## config.mk

```make
export PLATFORM = sky130hd
export DESIGN_NAME = sdram_init_refresh_ctrl
export DESIGN_NICKNAME = d
export VERILOG_FILES = /design/src/rtl/sdram_init_refresh_ctrl.sv
export SDC_FILE = /design/constraint.sdc
export NUM_CORES = 1
export LEC_CHECK = 0
export BUFFER_PORTS_ARGS = -buffer_cell sky130_fd_sc_hd__buf_2
export CAP_MARGIN = 20
export CORE_ASPECT_RATIO = 0.7
export CORE_MARGIN = 4
export CORE_UTILIZATION = 55
export DETAILED_ROUTE_END_ITERATION = 6
export PLACE_DENSITY = 0.75
export SLEW_MARGIN = 20
export SYNTH_ARGS = -nofsm -noshare
export SYNTH_HDL_FRONTEND = slang
export SYNTH_SLANG_ARGS = --single-unit
export TNS_END_PERCENT = 1
```

## constraint.sdc

```tcl
create_clock -name sdram_clk -period 3.2 [get_ports sdram_clk]
set_input_delay 0.32 -clock sdram_clk [delete_from_list [all_inputs] [get_ports sdram_clk]]
set_output_delay 0.32 -clock sdram_clk [all_outputs]
set_load 0.02 [all_outputs]
```

## src/rtl/sdram_init_refresh_ctrl.sv

```systemverilog
// SDRAM power-up initialisation and periodic auto-refresh sequencer.
// Command outputs are registered and decoded from the next state, so a
// command appears on the edge its state is entered and lasts one cycle.
//
// state  | meaning
// -------+-----------------------------------------------------------
// PWRUP  | power-up NOP wait after reset release
// I_PRE  | init PRECHARGE-ALL issued
// I_TRP  | init precharge recovery wait
// I_AR   | init AUTO-REFRESH issued
// I_TRFC | init refresh recovery wait
// I_MRS  | MODE REGISTER SET issued
// I_TMRD | mode register recovery wait
// IDLE   | command bus released to the access FSM
// R_PRE  | refresh PRECHARGE-ALL issued
// R_TRP  | refresh precharge recovery wait
// R_AR   | periodic AUTO-REFRESH issued
// R_TRFC | periodic refresh recovery wait
module sdram_init_refresh_ctrl #(
    parameter int                ADDR_W       = 13,
    parameter int                PWRUP_CYC    = 10000,
    parameter int                TRP          = 2,
    parameter int                TRFC         = 7,
    parameter int                TMRD         = 2,
    parameter int                INIT_AR      = 2,
    parameter int                REF_INTERVAL = 780,
    parameter int                URGENT_TH    = 6,
    parameter logic [ADDR_W-1:0] MODE_REG     = ADDR_W'(13'h033)
) (
    input  logic              sdram_clk,
    input  logic              sdram_rst,
    input  logic              ref_gnt,
    output logic              init_done,
    output logic              ref_req,
    output logic              ref_urgent,
    output logic [3:0]        ref_pend,
    output logic              cmd_own,
    output logic              cmd_cs_n,
    output logic              cmd_ras_n,
    output logic              cmd_cas_n,
    output logic              cmd_we_n,
    output logic [ADDR_W-1:0] cmd_addr,
    output logic [1:0]        cmd_ba
);

    localparam int T_MAX_A = (PWRUP_CYC > TRP) ? PWRUP_CYC : TRP;
    localparam int T_MAX_B = (TRFC > TMRD) ? TRFC : TMRD;
    localparam int T_MAX   = (T_MAX_A > T_MAX_B) ? T_MAX_A : T_MAX_B;
    localparam int CNT_W   = $clog2(T_MAX + 1);
    localparam int AR_W    = $clog2(INIT_AR + 1);
    localparam int TMR_W   = $clog2(REF_INTERVAL);

    localparam logic [3:0] CMD_INH = 4'b1111;
    localparam logic [3:0] CMD_NOP = 4'b0111;
    localparam logic [3:0] CMD_PRE = 4'b0010;
    localparam logic [3:0] CMD_AR  = 4'b0001;
    localparam logic [3:0] CMD_MRS = 4'b0000;

    // A10 high selects all banks for PRECHARGE
    localparam logic [ADDR_W-1:0] PRE_ADDR = ADDR_W'(1) << 10;

    typedef enum logic [3:0] {
        PWRUP, I_PRE, I_TRP, I_AR, I_TRFC, I_MRS, I_TMRD,
        IDLE, R_PRE, R_TRP, R_AR, R_TRFC
    } state_t;

    state_t            state, state_nx;
    logic [CNT_W-1:0]  cnt, cnt_nx;
    logic [AR_W-1:0]   ar_left, ar_left_nx;
    logic [TMR_W-1:0]  tmr;
    logic              done_nx;
    logic              tick;
    logic [3:0]        pend_nx;
    logic [3:0]        cmd_q, cmd_nx;
    logic [ADDR_W-1:0] addr_nx;
    logic              own_nx;

    assign {cmd_cs_n, cmd_ras_n, cmd_cas_n, cmd_we_n} = cmd_q;
    assign cmd_ba = 2'b00;
    assign tick   = init_done && (tmr == '0);

    // Next-state, wait counters and registered output decode
    always_comb begin
        state_nx   = state;
        cnt_nx     = cnt;
        ar_left_nx = ar_left;
        done_nx    = init_done;
        case (state)
            PWRUP: begin
                if (cnt == CNT_W'(PWRUP_CYC)) begin
                    state_nx   = I_PRE;
                    cnt_nx     = CNT_W'(TRP - 1);
                    ar_left_nx = AR_W'(INIT_AR);
                end else begin
                    cnt_nx = cnt + 1'b1;
                end
            end
            I_PRE, I_TRP: begin
                if (cnt == '0) begin
                    state_nx   = I_AR;
                    cnt_nx     = CNT_W'(TRFC - 1);
                    ar_left_nx = ar_left - 1'b1;
                end else begin
                    state_nx = I_TRP;
                    cnt_nx   = cnt - 1'b1;
                end
            end
            I_AR, I_TRFC: begin
                if (cnt != '0) begin
                    state_nx = I_TRFC;
                    cnt_nx   = cnt - 1'b1;
                end else if (ar_left == '0) begin
                    state_nx = I_MRS;
                    cnt_nx   = CNT_W'(TMRD - 1);
                end else begin
                    state_nx   = I_AR;
                    cnt_nx     = CNT_W'(TRFC - 1);
                    ar_left_nx = ar_left - 1'b1;
                end
            end
            I_MRS, I_TMRD: begin
                if (cnt == '0) begin
                    state_nx = IDLE;
                    done_nx  = 1'b1;
                end else begin
                    state_nx = I_TMRD;
                    cnt_nx   = cnt - 1'b1;
                end
            end
            IDLE: begin
                if (ref_req && ref_gnt) begin
                    state_nx = R_PRE;
                    cnt_nx   = CNT_W'(TRP - 1);
                end
            end
            R_PRE, R_TRP: begin
                if (cnt == '0) begin
                    state_nx = R_AR;
                    cnt_nx   = CNT_W'(TRFC - 1);
                end else begin
                    state_nx = R_TRP;
                    cnt_nx   = cnt - 1'b1;
                end
            end
            R_AR, R_TRFC: begin
                if (cnt == '0) begin
                    state_nx = IDLE;
                end else begin
                    state_nx = R_TRFC;
                    cnt_nx   = cnt - 1'b1;
                end
            end
            default: state_nx = PWRUP;
        endcase

        // A tick coinciding with a refresh cancels out
        pend_nx = ref_pend;
        if (tick && (state_nx != R_AR)) begin
            if (ref_pend != 4'd8) pend_nx = ref_pend + 1'b1;
        end else if (!tick && (state_nx == R_AR)) begin
            pend_nx = ref_pend - 1'b1;
        end

        cmd_nx  = CMD_NOP;
        addr_nx = '0;
        own_nx  = 1'b1;
        case (state_nx)
            I_PRE, R_PRE: begin
                cmd_nx  = CMD_PRE;
                addr_nx = PRE_ADDR;
            end
            I_AR, R_AR: cmd_nx = CMD_AR;
            I_MRS: begin
                cmd_nx  = CMD_MRS;
                addr_nx = MODE_REG;
            end
            IDLE:    own_nx = 1'b0;
            default: ;
        endcase
    end

    // State, counters and registered outputs
    always_ff @(posedge sdram_clk or posedge sdram_rst) begin
        if (sdram_rst) begin
            state      <= PWRUP;
            cnt        <= '0;
            ar_left    <= '0;
            tmr        <= '0;
            init_done  <= 1'b0;
            ref_pend   <= 4'd0;
            ref_req    <= 1'b0;
            ref_urgent <= 1'b0;
            cmd_own    <= 1'b1;
            cmd_q      <= CMD_INH;
            cmd_addr   <= '0;
        end else begin
            state      <= state_nx;
            cnt        <= cnt_nx;
            ar_left    <= ar_left_nx;
            init_done  <= done_nx;
            ref_pend   <= pend_nx;
            ref_req    <= (pend_nx != 4'd0) && (state_nx == IDLE);
            ref_urgent <= (pend_nx >= 4'(URGENT_TH));
            cmd_own    <= own_nx;
            cmd_q      <= cmd_nx;
            cmd_addr   <= addr_nx;
            if (!init_done && done_nx)
                tmr <= TMR_W'(REF_INTERVAL - 1);
            else if (init_done)
                tmr <= (tmr == '0) ? TMR_W'(REF_INTERVAL - 1) : tmr - 1'b1;
        end
    end

endmodule

```

After elaboration in Yosys (flattened, before gate mapping)
Index checks and enable logic that the tools add are counted.
{"block": "word_totals", "register_bits": 55, "out_inout_bits": 27}
{"block": "op_classes", "add_sub_neg": 6, "n_lt_le_gt_ge": 1, "n_eq_ne": 26, "muxes": 32, "reduce_logical": 28}
{"cell": "14-bit two-way mux", "n": 5}
{"cell": "14-bit one-hot mux with 5 select lines", "n": 1}
{"cell": "10-bit two-way mux", "n": 3}
{"cell": "4-bit one-hot mux with 7 select lines", "n": 1}
{"cell": "4-bit by 3-bit == test with 1-bit output (second input constant)", "n": 6}
{"cell": "4-bit == test (second input constant)", "n": 6}
{"cell": "4-bit two-way mux", "n": 6}
{"cell": "11-bit one-hot mux with 2 select lines", "n": 1}
{"cell": "14-bit by 1-bit adder with 14-bit output (second input constant)", "n": 1}
{"cell": "14-bit == test (second input constant)", "n": 1}
{"cell": "14-bit logical NOT", "n": 1}
{"cell": "14-bit nonzero test", "n": 1}
{"cell": "2-bit OR reduction", "n": 7}
{"cell": "14-bit by 1-bit subtractor with 14-bit output (second input constant)", "n": 1}
{"cell": "4-bit by 2-bit == test with 1-bit output (second input constant)", "n": 3}
{"cell": "2-bit != test (second input constant)", "n": 6}
{"cell": "10-bit logical NOT", "n": 1}
{"cell": "2-bit two-way mux", "n": 5}
{"cell": "10-bit by 1-bit subtractor with 10-bit output (second input constant)", "n": 1}
{"cell": "3-bit two-way mux", "n": 3}
{"cell": "3-bit one-hot mux with 3 select lines", "n": 1}
{"cell": "4-bit by 1-bit == test with 1-bit output (second input constant)", "n": 2}
{"cell": "4-bit != test (second input constant)", "n": 2}
{"cell": "4-bit OR reduction", "n": 2}
{"cell": "16 further kinds", "n": 26}

Logic depth before layout (Yosys ltp)
{"block": "logic_depth", "word_depth": 10, "mapped_depth": 9}

Worst setup path after synthesis
Ideal clock, no wire load.
{"block": "synth_path", "path_kind": "register to register", "from": "reg cnt[0]", "to": "reg cnt[4]", "arrival_time_ns": 2.175, "path_slack_ns": 0.905, "path_stages_with_launch": 9, "path_cell_list": "dfrtp_1 inv_1 ha_1 or3b_1 nor4_4 nor2_2 buf_2 a221o_1 a22o_1"}
{"block": "synth_between", "elab_chain_len": 3}
{"item": "start, declared", "line_no": "68", "source": "logic [CNT_W-1:0] cnt, cnt_nx;"}
{"item": "start signal, assigned", "line_no": "198", "source": "cnt <= cnt_nx;"}
{"item": "14-bit by 1-bit subtractor with 14-bit output (tied with other cells)"}
{"item": "14-bit two-way mux (tied with other cells)", "line_no": "122, 146"}
{"item": "14-bit one-hot mux with 5 select lines or 3-bit AND reduction (tied branches)"}
Parallel ways exist; a longest one is shown, timed or not. The select of a mux whose other input is x is not followed.
A chain may end at the register's enable or synchronous reset.

Final worst setup path
{"block": "layout_path", "from": "reg cnt[0]", "to": "reg ref_req"}
{"block": "layout_between", "elab_chain_len": 9}
{"item": "14-bit == test (tied with other cells)", "line_no": "90", "source": "if (cnt == CNT_W'(PWRUP_CYC)) begin"}
{"item": "4-bit two-way mux (tied with other cells)", "line_no": "90"}
{"item": "4-bit one-hot mux with 7 select lines *", "line_no": "88", "source": "case (state)"}
{"item": "4-bit == test", "line_no": "160", "source": "end else if (!tick && (state_nx == R_AR)) begin"}
{"item": "1-bit logical AND", "line_no": "160"}
{"item": "4-bit two-way mux", "line_no": "160"}
{"item": "4-bit two-way mux", "line_no": "158", "source": "if (tick && (state_nx != R_AR)) begin"}
{"item": "4-bit nonzero test", "line_no": "202", "source": "ref_req <= (pend_nx != 4'd0) && (state_nx == IDLE);"}
{"item": "1-bit logical AND *", "line_no": "202"}
{"item": "end signal, assigned", "line_no": "202"}
{"item": "end, declared", "line_no": "34", "source": "output logic ref_req,"}
Every way passes the cells marked *; elsewhere a longest branch is shown, timed or not.

==> impl_metrics.toml <==
[routing]
drt-initial-drc-count = 269
firstDrtPassIters = 4
via_count = 2740
finalWirelength_um = 6910
drc = 0
dr_wl_met2_um = 3000
highest_layer = "met4"
wl_per_cell_um = 15.3
ant_nets = 0
wl_met3_um = 397
vias_per_cell = 6.08
wl_met1_um = 3460

[worst_setup_path]
critPathLaunchType = "register"
cpMaxStageDelayCell = "nor3_2"
endpoint_kind = "register"
crit_path_max_fanout = 9
path_depth = 8
r2r_slack_ns = 0.60
r2r-start = "cnt[0]"
r2r_end = "ref_req"
cpLargestDelayFamily = "simple AND/OR/NAND/NOR gates"
critPathKind = "reg -> reg"
path_cells = "inv_1 > ha_1 > nor4b_2 > nand4_2 > nor3_2 > o21ai_1 > a31oi_1 > a41oi_1"
cp.arrival_ns = 2.77
crit_buf_inv = 1
required_ns = 3.37
r2r_cells = 8
slowest_delay_ns = 0.49
cp-startpoint = "cnt[0]"

[power]
total_leakage_power_nw = 1.42
irDropWorstVdd_mv = 0.202
power_density_nw_per_um2 = 320
p_total_mw = 1.04

[yosys]
netlist_instances = 373
synth_top_area_share_pct = 31.5
synthesis.area_um2 = 3090
ys_top_cells_by_area = "dfrtp_1 32%, a21oi_1 4.4%, dfstp_2 4.2%"
synth.most_common_cell = "dfrtp_1"
ys_ff_latch = 44
dominantRegCellSynth = "dfrtp_1"
synth_common_cells = "39 x dfrtp_1, 33 x nand2_1, 33 x nor2_1, 27 x a21oi_1, 26 x o21ai_0"
avgSynthCellArea_um2 = 8.30
seq_area_frac_synth_pct = 35.8
synthArstFlopShare_pct = 100
synth_cell_type_count = 67
yosys.area.top_type = "dfrtp_1"
ys_warn_count = 0
synth_edf_count = 0

[timing]
worst_slack_ns = 0.600
hold_viol_final = 0
fin_crit_ns = 2.60
tightest_slew_ns = 0.933
fin_tns_setup_ns = 0
relSlewSlack_pct = 37.7
clock.fmax_ghz = 0.385
period_share_pct = 81.2
clock_skew_ns = 0.00567
setup_violations = 0
grt_setup_unrepaired = "false"
finalMaxSlewViolations = 0

[die]
die_w_um = 97.7
die_y_um = 70.8
design.core.area_um2 = 5340
die_area_um2 = 6910
row_count = 22
boundaryPins = 30
initial_utilization_pct = 57.9

[final_layout]
nets = 387
final_cells = 451
syn2layout_area_growth_pct = 5.46
fin_area_um2 = 3260
antenna_cells = 0
drive_gt1_share_pct = 14.2

[cts]
cts_root_buf = "clkbuf_8"
numCtsBuffers = 5
max-clock-path-buffers = 2
cts_hold_buf = 0
cts_resized = 0
clk_latency_ns = 0.30
cts.sinks = 44
cts_tree = "built"
htreeDepth = 2
path_clk_slew_ns = 0.09
post-cts-setup-buffer-count = 0

[global_routing]
grt_pass1_wl_um = 11400
grt_max_degree = 45
grt_usage_pct = 19.8
gr-total-overflow = 0
first_global_vias = 2320
antenna_found_initial = 0

[placed_design]
placed_area_um2 = 3140
hpwl_um = 4930
place_congestion = 0.900
port_buffers = 19
place_inst = 443
place_ws_ns = 0.617

[run_status]
status = "finished clean"

[worst_hold_path]
min_path_type = "in -> async"

[flow_run]
maxCapViolations = 0
==> through the flow <==
| step | hold WS [ns] | util [%] |
|---|---|---|
| 2_1_floorplan | 0.465 | - |
| 3_3_place_gp | 0.490 | 58.8 |
| 3_5_place_dp | 0.499 | 58.8 |
| 4_1_cts | 0.249 | 61.1 |
| 5_1_grt | 0.292 | 61.1 |
| 6_report | 0.216 | 61.1 |
==> worst max-delay path by stage <==
stage                          to  slack, ns
final                     ref_req       0.60
after detailed placement  ref_req       0.62
after global placement    ref_req       0.70
after global routing      ref_req       0.31
after CTS                 ref_req       0.60
after floorplan            cnt[4]       0.90
==> cell families (layout without fill, tap and decap cells) <==
kind of cell	count (synthesis)	in the layout	share of synthesized area, %
DFF	44	44	35.8
AOI/OAI and AO/OA	111	111	24.0
muxes	3	3	1.05
adders and majority gates	6	6	2.43
xor gates and xnor gates	6	6	1.70
and+or+nand+nor	150	150	26.4
other	1	11	0.121
buffers and inverters	52	48	8.45
==> area by class of cell <==
type,count,area (um2)
inverter,19,71.3
tap,72,90.1
multi-input combinational,287,1760
sequential,44,1110
clock inverter,2,38.8
clock buffer,6,82.6
fill,483,2080
timing repair buffer,21,110
==> power by group <==
| group | total, mW | internal, mW | switching [mW] |
|---|---|---|---|
| Clock | 0.463 | 0.256 | 0.208 |
| Combinational | 0.0241 | 0.00141 | 0.0227 |
| Sequential | 0.557 | 0.557 | 0.000186 |
==> sequential cells by signal, summed over array words and instances, names as in the netlist <==
signal	flops
ref_urgent	1
cmd_own	1
state	4
cmd_addr	2
ref_req	1
ref_pend	4
ar_left	2
init_done	1
cnt	14
cmd_q	4
tmr	10
==> layout by cell type (no fill, tap or decap), types with 2 or more instances in the layout <==
| master | n |
|---|---|
| conb_1 | 11 |
| mux2_2 | 2 |
| and4_1 | 2 |
| nor3_1 | 12 |
| and2_1 | 3 |
| a22oi_1 | 2 |
| dfstp_2 | 5 |
| dfrtp_1 | 39 |
| or3_1 | 5 |
| o221ai_1 | 6 |
| or2_2 | 3 |
| a22o_1 | 11 |
| nand4_1 | 6 |
| or3b_1 | 2 |
| ha_1 | 6 |
| xnor2_1 | 6 |
| clkbuf_8 | 6 |
| o311a_1 | 2 |
| nor3_2 | 3 |
| a221o_1 | 5 |
| nand2b_1 | 9 |
| inv_1 | 18 |
| nor2_1 | 33 |
| o211ai_1 | 4 |
| nand2_1 | 33 |
| a211o_1 | 2 |
| buf_4 | 2 |
| o21ai_0 | 26 |
| o2bb2ai_1 | 2 |
| nor2b_1 | 4 |
| nor2_2 | 2 |
| o22ai_1 | 5 |
| nor3b_1 | 3 |
| a31oi_1 | 5 |
| buf_2 | 19 |
| nand2_2 | 2 |
| and3_1 | 5 |
| a21oi_1 | 27 |
| nand3_1 | 12 |
==> layer usage <==
metal	vias up	global-route usage, %
li1	1349	-
met5	-	0
met4	0	3.23
met1	1288	30.2
met3	7	4.14
met2	96	29.6
Power figures use the tool's default switching activity.
